**config.mk**
```make
export PLATFORM = sky130hd
export DESIGN_NAME = dir_input_queue
export DESIGN_NICKNAME = d
export VERILOG_FILES = /design/src/rtl/dir_input_queue.sv
export SDC_FILE = /design/constraint.sdc
export NUM_CORES = 1
export LEC_CHECK = 0
export CORE_MARGIN = 2
export CORE_UTILIZATION = 55
export DETAILED_ROUTE_END_ITERATION = 6
export PLACE_DENSITY_LB_ADDON = 0.25
export SLEW_MARGIN = 20
export SYNTH_ARGS = -nofsm -noshare
export SYNTH_HDL_FRONTEND = slang
export SYNTH_SLANG_ARGS = --single-unit
```
**constraint.sdc**
```tcl
create_clock -name vga_clk -period 9.5 [get_ports vga_clk]
set_clock_uncertainty 0.05 [all_clocks]
set_input_delay 2.375 -clock vga_clk [delete_from_list [all_inputs] [get_ports vga_clk]]
set_output_delay 2.375 -clock vga_clk [all_outputs]
set_load 0.005 [all_outputs]
```
**src/rtl/dir_input_queue.sv**
```systemverilog
// Player direction front end: synchronise and debounce four switches, filter turns, queue them,
// and commit one queued turn per game tick. Build macro DIR_REVERSE_LOCK_EN also rejects reversals.
module dir_input_queue #(
    parameter int unsigned DEBOUNCE_CYCLES = 250000,
    parameter int unsigned QUEUE_DEPTH     = 2,
    parameter logic [1:0]  RESET_DIR       = 2'b11
) (
    input  logic       vga_clk,
    input  logic       rst,
    input  logic       refresh,
    input  logic       sw_up,
    input  logic       sw_down,
    input  logic       sw_left,
    input  logic       sw_right,
    output logic [1:0] dir,
    output logic       turn_pulse,
    output logic [3:0] pending,
    output logic       drop_pulse
);
    localparam int unsigned CNT_W = $clog2(DEBOUNCE_CYCLES + 1);
    localparam int unsigned PTR_W = $clog2(QUEUE_DEPTH);
    localparam logic [CNT_W-1:0] CNT_LAST  = CNT_W'(DEBOUNCE_CYCLES - 1);
    localparam logic [3:0]       DEPTH_CNT = 4'(QUEUE_DEPTH);

    // Switch index doubles as the direction code: 0 up, 1 down, 2 left, 3 right.
    logic [3:0]       sw_raw;
    logic [3:0]       sync_q1;
    logic [3:0]       sync_q2;
    logic [3:0]       deb;
    logic [3:0]       deb_prev;
    logic [3:0]       strobe;
    logic [CNT_W-1:0] cnt [4];

    logic [1:0]       fifo [QUEUE_DEPTH];
    logic [PTR_W-1:0] rd_ptr;
    logic [PTR_W-1:0] wr_ptr;

    logic             sel_valid;
    logic [1:0]       sel_dir;
    logic [1:0]       ref_dir;
    logic             reject;
    logic             pop;
    logic             full;
    logic             push;
    logic             drop;

    assign sw_raw = {sw_right, sw_left, sw_down, sw_up};

    // NOTE: sequential state uses non-blocking assignments so every flop samples pre-edge values.
    always_ff @(posedge vga_clk) begin
        if (rst) begin
            sync_q1 <= '0;
            sync_q2 <= '0;
        end else begin
            sync_q1 <= sw_raw;
            sync_q2 <= sync_q1;
        end
    end

    always_ff @(posedge vga_clk) begin
        if (rst) begin
            deb      <= '0;
            deb_prev <= '0;
            for (int i = 0; i < 4; i++) cnt[i] <= '0;
        end else begin
            deb_prev <= deb;
            for (int i = 0; i < 4; i++) begin
                if (sync_q2[i] == deb[i]) begin
                    cnt[i] <= '0;
                end else if (cnt[i] == CNT_LAST) begin
                    deb[i] <= sync_q2[i];
                    cnt[i] <= '0;
                end else begin
                    cnt[i] <= cnt[i] + CNT_W'(1);
                end
            end
        end
    end

    assign strobe = deb & ~deb_prev;

    // NOTE: every always_comb output gets a default first so no latch is inferred.
    always_comb begin
        sel_valid = 1'b0;
        sel_dir   = 2'b00;
        for (int i = 3; i >= 0; i--) begin
            if (strobe[i]) begin
                sel_valid = 1'b1;
                sel_dir   = 2'(i);
            end
        end
    end

    // New presses are validated against the newest queued turn, not the committed one.
    assign ref_dir = (pending != 4'd0) ? fifo[wr_ptr - PTR_W'(1)] : dir;

    always_comb begin
        reject = (sel_dir == ref_dir);
`ifdef DIR_REVERSE_LOCK_EN
        if (sel_dir == (ref_dir ^ 2'b01)) reject = 1'b1;
`endif
    end

    assign pop  = refresh && (pending != 4'd0);
    assign full = (pending == DEPTH_CNT);
    assign push = sel_valid && !reject && (!full || pop);
    assign drop = sel_valid && !reject && full && !pop;

    // Full/empty come from the count; pointers wrap naturally since the depth is a power of two.
    always_ff @(posedge vga_clk) begin
        if (rst) begin
            rd_ptr     <= '0;
            wr_ptr     <= '0;
            pending    <= '0;
            dir        <= RESET_DIR;
            turn_pulse <= 1'b0;
            drop_pulse <= 1'b0;
        end else begin
            turn_pulse <= pop;
            drop_pulse <= drop;
            if (pop) begin
                dir    <= fifo[rd_ptr];
                rd_ptr <= rd_ptr + PTR_W'(1);
            end
            if (push) wr_ptr <= wr_ptr + PTR_W'(1);
            if (push && !pop) begin
                pending <= pending + 4'd1;
            end else if (pop && !push) begin
                pending <= pending - 4'd1;
            end
        end
    end

    // NOTE: storage is not reset; reset empties the queue through the pointers and count.
    always_ff @(posedge vga_clk) begin
        if (push) fifo[wr_ptr] <= sel_dir;
    end
endmodule

```
-- Word-level counts from Yosys, hierarchy flattened
Memory sizes are Yosys's and may differ from the RTL's. A register that Yosys moved wholly into a read port is not among the register bits.
Index checks and enable logic that the tools add are counted.
- bits in registers: 24
- latch bits: 0
- bits in writable memories: 76
- memory bits (read-only): 0
- logic and storage cells: 140
- memories: 2
- memories (memory ; words ; bits a word ; rd ports ; clocked after Yosys merged registers in ; write ports ; line ; RTL):
    cnt ; 4 ; 18 ; 4 ; 0 ; 4 ; 32 ; logic [CNT_W-1:0] cnt [4];
    fifo ; 2 ; 2 ; 2 ; 1 ; 1 ; 34 ; logic [1:0] fifo [QUEUE_DEPTH];
- add/sub/neg operators: 9
- multiply operators: 0
- div/mod/pow operators: 0
- magnitude comparators: 0
- eq/ne operators: 10
- shifts and indexed selects: 0
- mux-type cells: 71
- bitwise logic cells: 18
- reduce and logical (&&, ||, !) cells: 18
- operators by type and width (operator ; count):
    $mux 18 ; 12
    $add 18x1->18 const B ; 4
    $eq 18x18->1 const B ; 4
    $mux 1 ; 52
    $or 1x1->1 ; 12
    $mux 2 ; 5
    $mux 4 ; 2
    $reduce_and 2->1 ; 4
    $logic_and 1x1->1 ; 7
    $add 4x1->4 const B ; 1
    $and 4x4->4 ; 1
    $eq 1x1->1 ; 4
    $eq 4x2->1 const B ; 1
    $logic_not 1->1 ; 4
    $not 1->1 ; 4
    $not 4->4 ; 1
    $reduce_bool 4->1 ; 1
    $sub 4x1->4 const B ; 1
    $add 1x1->1 const B ; 2
    $eq 2x2->1 ; 1
    $reduce_bool 2->1 ; 1
    $logic_or 1x1->1 ; 1
    $sub 1x1->1 const B ; 1

-- Depth between registers and ports, before layout
- word-level depth: 14
- mapped depth: 13
- gate-level depth less buffers: 13

-- Worst setup path after synthesis
OpenSTA, ideal clock, no wires.
- path type: in2reg
- start: input port refresh
- end: register pending[3]
- library setup time: 0.071 ns
- arrival time: 4.051 ns
- data required time: 9.379 ns
- setup slack: 5.328 ns
- stages on the path: 10
- buffers on the path: 0
- cell sequence: nand3b_1 > and2_4 > ha_1 > inv_1 > ha_1 > a21o_1 > a21oi_1 > xnor2_1 > or3_1 > a21oi_1
- cells in the longest elaborated chain, start to end: 6
- RTL lines (element ; line ; RTL):
    start, declared ; 10 ; input logic refresh,
    $logic_and 1x1->1 (*) ; 104 ; assign pop = refresh && (pending != 4'd0);
    $logic_or 1x1->1 ; 106 ; assign push = sel_valid && !reject && (!full || pop);
    $logic_and 1x1->1 ; 106 ;
    $logic_not 1->1 ; 128 ; end else if (pop && !push) begin
    $logic_and 1x1->1 ; 128 ;
    $reduce_bool 2->1 (no source line) ; - ;
    end signal, assigned ; 127 ; pending <= pending + 4'd1;
    end signal, assigned ; 129 ; pending <= pending - 4'd1;
    end, declared ; 17 ; output logic [3:0] pending,
Every way passes the cells marked *; elsewhere a longest branch is shown, timed or not.
A chain may end at the register's enable or synchronous reset.

-- Worst setup path in the final report
Same ends and word-level chain as after synthesis.

==> impl_metrics.ini <==
[run_status]
status = completed

[min_path]
hp-class = reg -> reg
worstHoldPathCells = 1

[detailed_routing]
wl_um = 8135
ant_nets = 0
wire_per_inst_um = 12.14
drt-initial-drc-count = 100
drt-pass1-iter-count = 4
viasPerCell = 5.060
drc_errors = 0
vias = 3390

[setup_path]
rr_endpoint = pending[3]$_SDFFE_PP0P_
critPathLaunchType = input port
crit-reg2reg-launch = pending[0]$_SDFFE_PP0P_
rr_worst_depth = 13
crit_path_max_fanout = 4
path_cells = clkdlybuf4s50_1 > nand3b_1 > and2_4 > ha_1 > inv_1 > ha_1 > a21o_1 > a21oi_1 > xnor2_1 > or3_1 > a21oi_1
slowest_delay_ns = 0.41
critPathRequiredTime_ns = 9.75
crit_family = simple AND/OR/NAND/NOR gates
r2r_slack_ns = 5.82
slowest_stage = clkdlybuf4s50_1
cp-end-kind = flip-flop
critical_path_class = in -> reg
crit_buf_inv = 2
cp-startpoint = refresh
crit_arrival_ns = 4.69
cp-endpoint = pending[3]$_SDFFE_PP0P_
path_depth = 11

[placement]
portBuffers = 14
dp_hpwl_um = 5856
gp_congestion = 0.8172

[power]
p_leak_nw = 2.070
worst_ir_drop_vdd_mv = 0.08201
p_int_uw = 723.8
power_density_nw_per_um2 = 170.1
comb_power_share_pct = 14.6
p_sw_uw = 250.7
power_frac_clock_pct = 30.5
seq_power_share_pct = 54.9
swShare_pct = 25.73

[synthesis]
synthTopCellsByCount = nor2_1, edfxtp_1, xor2_1
synthTopCellsByArea = edfxtp_1, dfxtp_1, nor2_1
ys_seq_elements = 102
synth_cell_type_count = 40
synth.avg_cell_area_um2 = 10.60
synthArstFlopShare_pct = 0
yosysWarnings = 0
synth_cells = 472
synth_edf_count = 76
seq_area_frac_synth_pct = 56.01
synth_ff_type = edfxtp_1
synth_area_um2 = 5004
yosys.area.top_type_share_pct = 45.61
yosys.area.top_type = edfxtp_1
yosysMostFrequentCell = nor2_1

[clocking]
root_buffer = clkbuf_8
cts_resized = 0
clk_pin_slew_ns = 0.10
clockBufferDepth = 2
cts_tree = yes
cts_buffers = 9
cts_num_sinks = 102
post-cts-setup-buffer-count = 0
clk_latency_ns = 0.36
htreeDepth = 3
cts_hold_buffers = 0

[global_route]
antenna_found_initial = 0
grt_pass1_wl_um = 14290
track_usage_pct = 17.81
grt_pass1_vias = 3392
grt_max_degree = 32
grt-ovfl-total = 0

[sta]
hold_viol = 0
setup_viol = 0
tightest_slew_ns = 0.5851
fin_crit_ns = 4.443
rsz0062_at_grt = false
fin_tns_setup_ns = 0
fin_crit_sh_pct = 46.76
slew_violations = 0
relSlewSlack_pct = 60.99
fmax_ghz = 0.2251

[finish]
final_util_pct = 65.39
drive_gt1_share_pct = 4.448
nNetsFinal = 572
diodes = 0
area_growth_pct = 14.53

[floorplan]
rows = 34
core_um2 = 8763
start_util_pct = 57.10
die_h_um = 99.38
die_w_um = 99.38
io_pins = 15
dieArea_um2 = 9876

[flow_run]
max_cap_violations = 0
layer usage:
layer / vias up / routed length [µm] / GRT usage (%)
li1: 1732 / - / -
met1: 1622 / 3695 / 21.59
met2: 29 / 4221 / 31.60
met3: 7 / 148 / 2.741
met4: 0 / 70 / 7.587
met5: - / 0 / 0
layout by cell type, fill, tap and decap left out, types with 2 or more instances in the layout:
cell type,netlist,final
dfxtp_1,26,26
conb_1,1,72
a211o_1,2,2
mux2i_1,8,8
or2_2,2,2
xnor2_1,30,30
nor4_1,7,7
edfxtp_1,76,76
nand3_1,31,31
nor2_1,107,107
ha_1,7,7
mux2_2,2,2
nand4_1,13,13
clkbuf_8,0,9
nand2b_1,6,6
or3_1,6,6
o21ai_0,5,5
and4_1,5,5
a21oi_1,5,5
inv_1,10,10
clkinvlp_4,0,2
nor3_1,4,4
nand2_1,26,26
inv_6,0,2
and3_1,9,9
clkdlybuf4s50_1,0,14
nor2b_1,14,14
xor2_1,41,41
nor4b_1,4,4
worst min path at each step:
| stage | from | end |
|---|---|---|
| floorplan | sync_q1[0]$_SDFF_PP0_ | sync_q2[0]$_SDFF_PP0_ |
| global placement | sync_q1[1]$_SDFF_PP0_ | sync_q2[1]$_SDFF_PP0_ |
| detailed placement | sync_q1[0]$_SDFF_PP0_ | sync_q2[0]$_SDFF_PP0_ |
| CTS | sync_q1[2]$_SDFF_PP0_ | sync_q2[2]$_SDFF_PP0_ |
| global route | sync_q1[0]$_SDFF_PP0_ | sync_q2[0]$_SDFF_PP0_ |
| finish | sync_q1[1]$_SDFF_PP0_ | sync_q2[1]$_SDFF_PP0_ |
per-stage QoR:
step / hold slack [ns] / area (µm²) / cells / power [mW] / worst slack (ns)
6_report: 0.3943 / 5731 / 670 / 0.9745 / 5.057
5_1_grt: 0.4118 / 5731 / 670 / 1.019 / 4.913
4_1_cts: 0.4003 / 5731 / 670 / 0.9825 / 5.086
3_5_place_dp: 0.3777 / 5508 / 654 / 0.6872 / 4.686
3_3_place_gp: 0.3672 / 5508 / 654 / 0.6812 / 4.826
2_1_floorplan: 0.3638 / 5270 / 543 / 0.6403 / 5.328
cell families after synthesis:
logic type | Yosys count | synth area share (%)
AOI/OAI and AO/OA | 16 | 2.026
xor gates and xnor gates | 71 | 12.43
adders and majority gates | 8 | 2.150
buffers and inverters | 22 | 1.650
DFF | 102 | 56.01
muxes | 11 | 2.351
other | 1 | 0.07495
and+or+nand+nor | 241 | 23.31
sequential cells by signal, summed over array words and instances, names as in the netlist:
signal      count
cnt            72
turn_pulse      1
wr_ptr          1
fifo            4
deb_prev        4
pending         4
sync_q2         4
dir             2
deb             4
drop_pulse      1
sync_q1         4
rd_ptr          1
power groups by stage:
| stage | clock network [mW] | logic (mW) | registers [mW] |
|---|---|---|---|
| global placement | 0 | 0.137 | 0.544 |
| finish | 0.297 | 0.142 | 0.536 |
| global route | 0.319 | 0.159 | 0.540 |
| CTS | 0.305 | 0.142 | 0.536 |
| detailed placement | 0 | 0.142 | 0.545 |
| floorplan | 0 | 0.100 | 0.540 |
area by class of cell:
| class | count | area (µm²) |
|---|---|---|
| fillers | 712 | 3033 |
| flip-flops and latches | 102 | 2803 |
| multi-input cells | 419 | 2385 |
| clock buffers | 10 | 148.9 |
| repair buffers | 15 | 147.6 |
| well taps | 108 | 135.1 |
| clock inverters | 6 | 73.82 |
| inverters | 10 | 37.54 |
(Power assumes the default switching activity.)
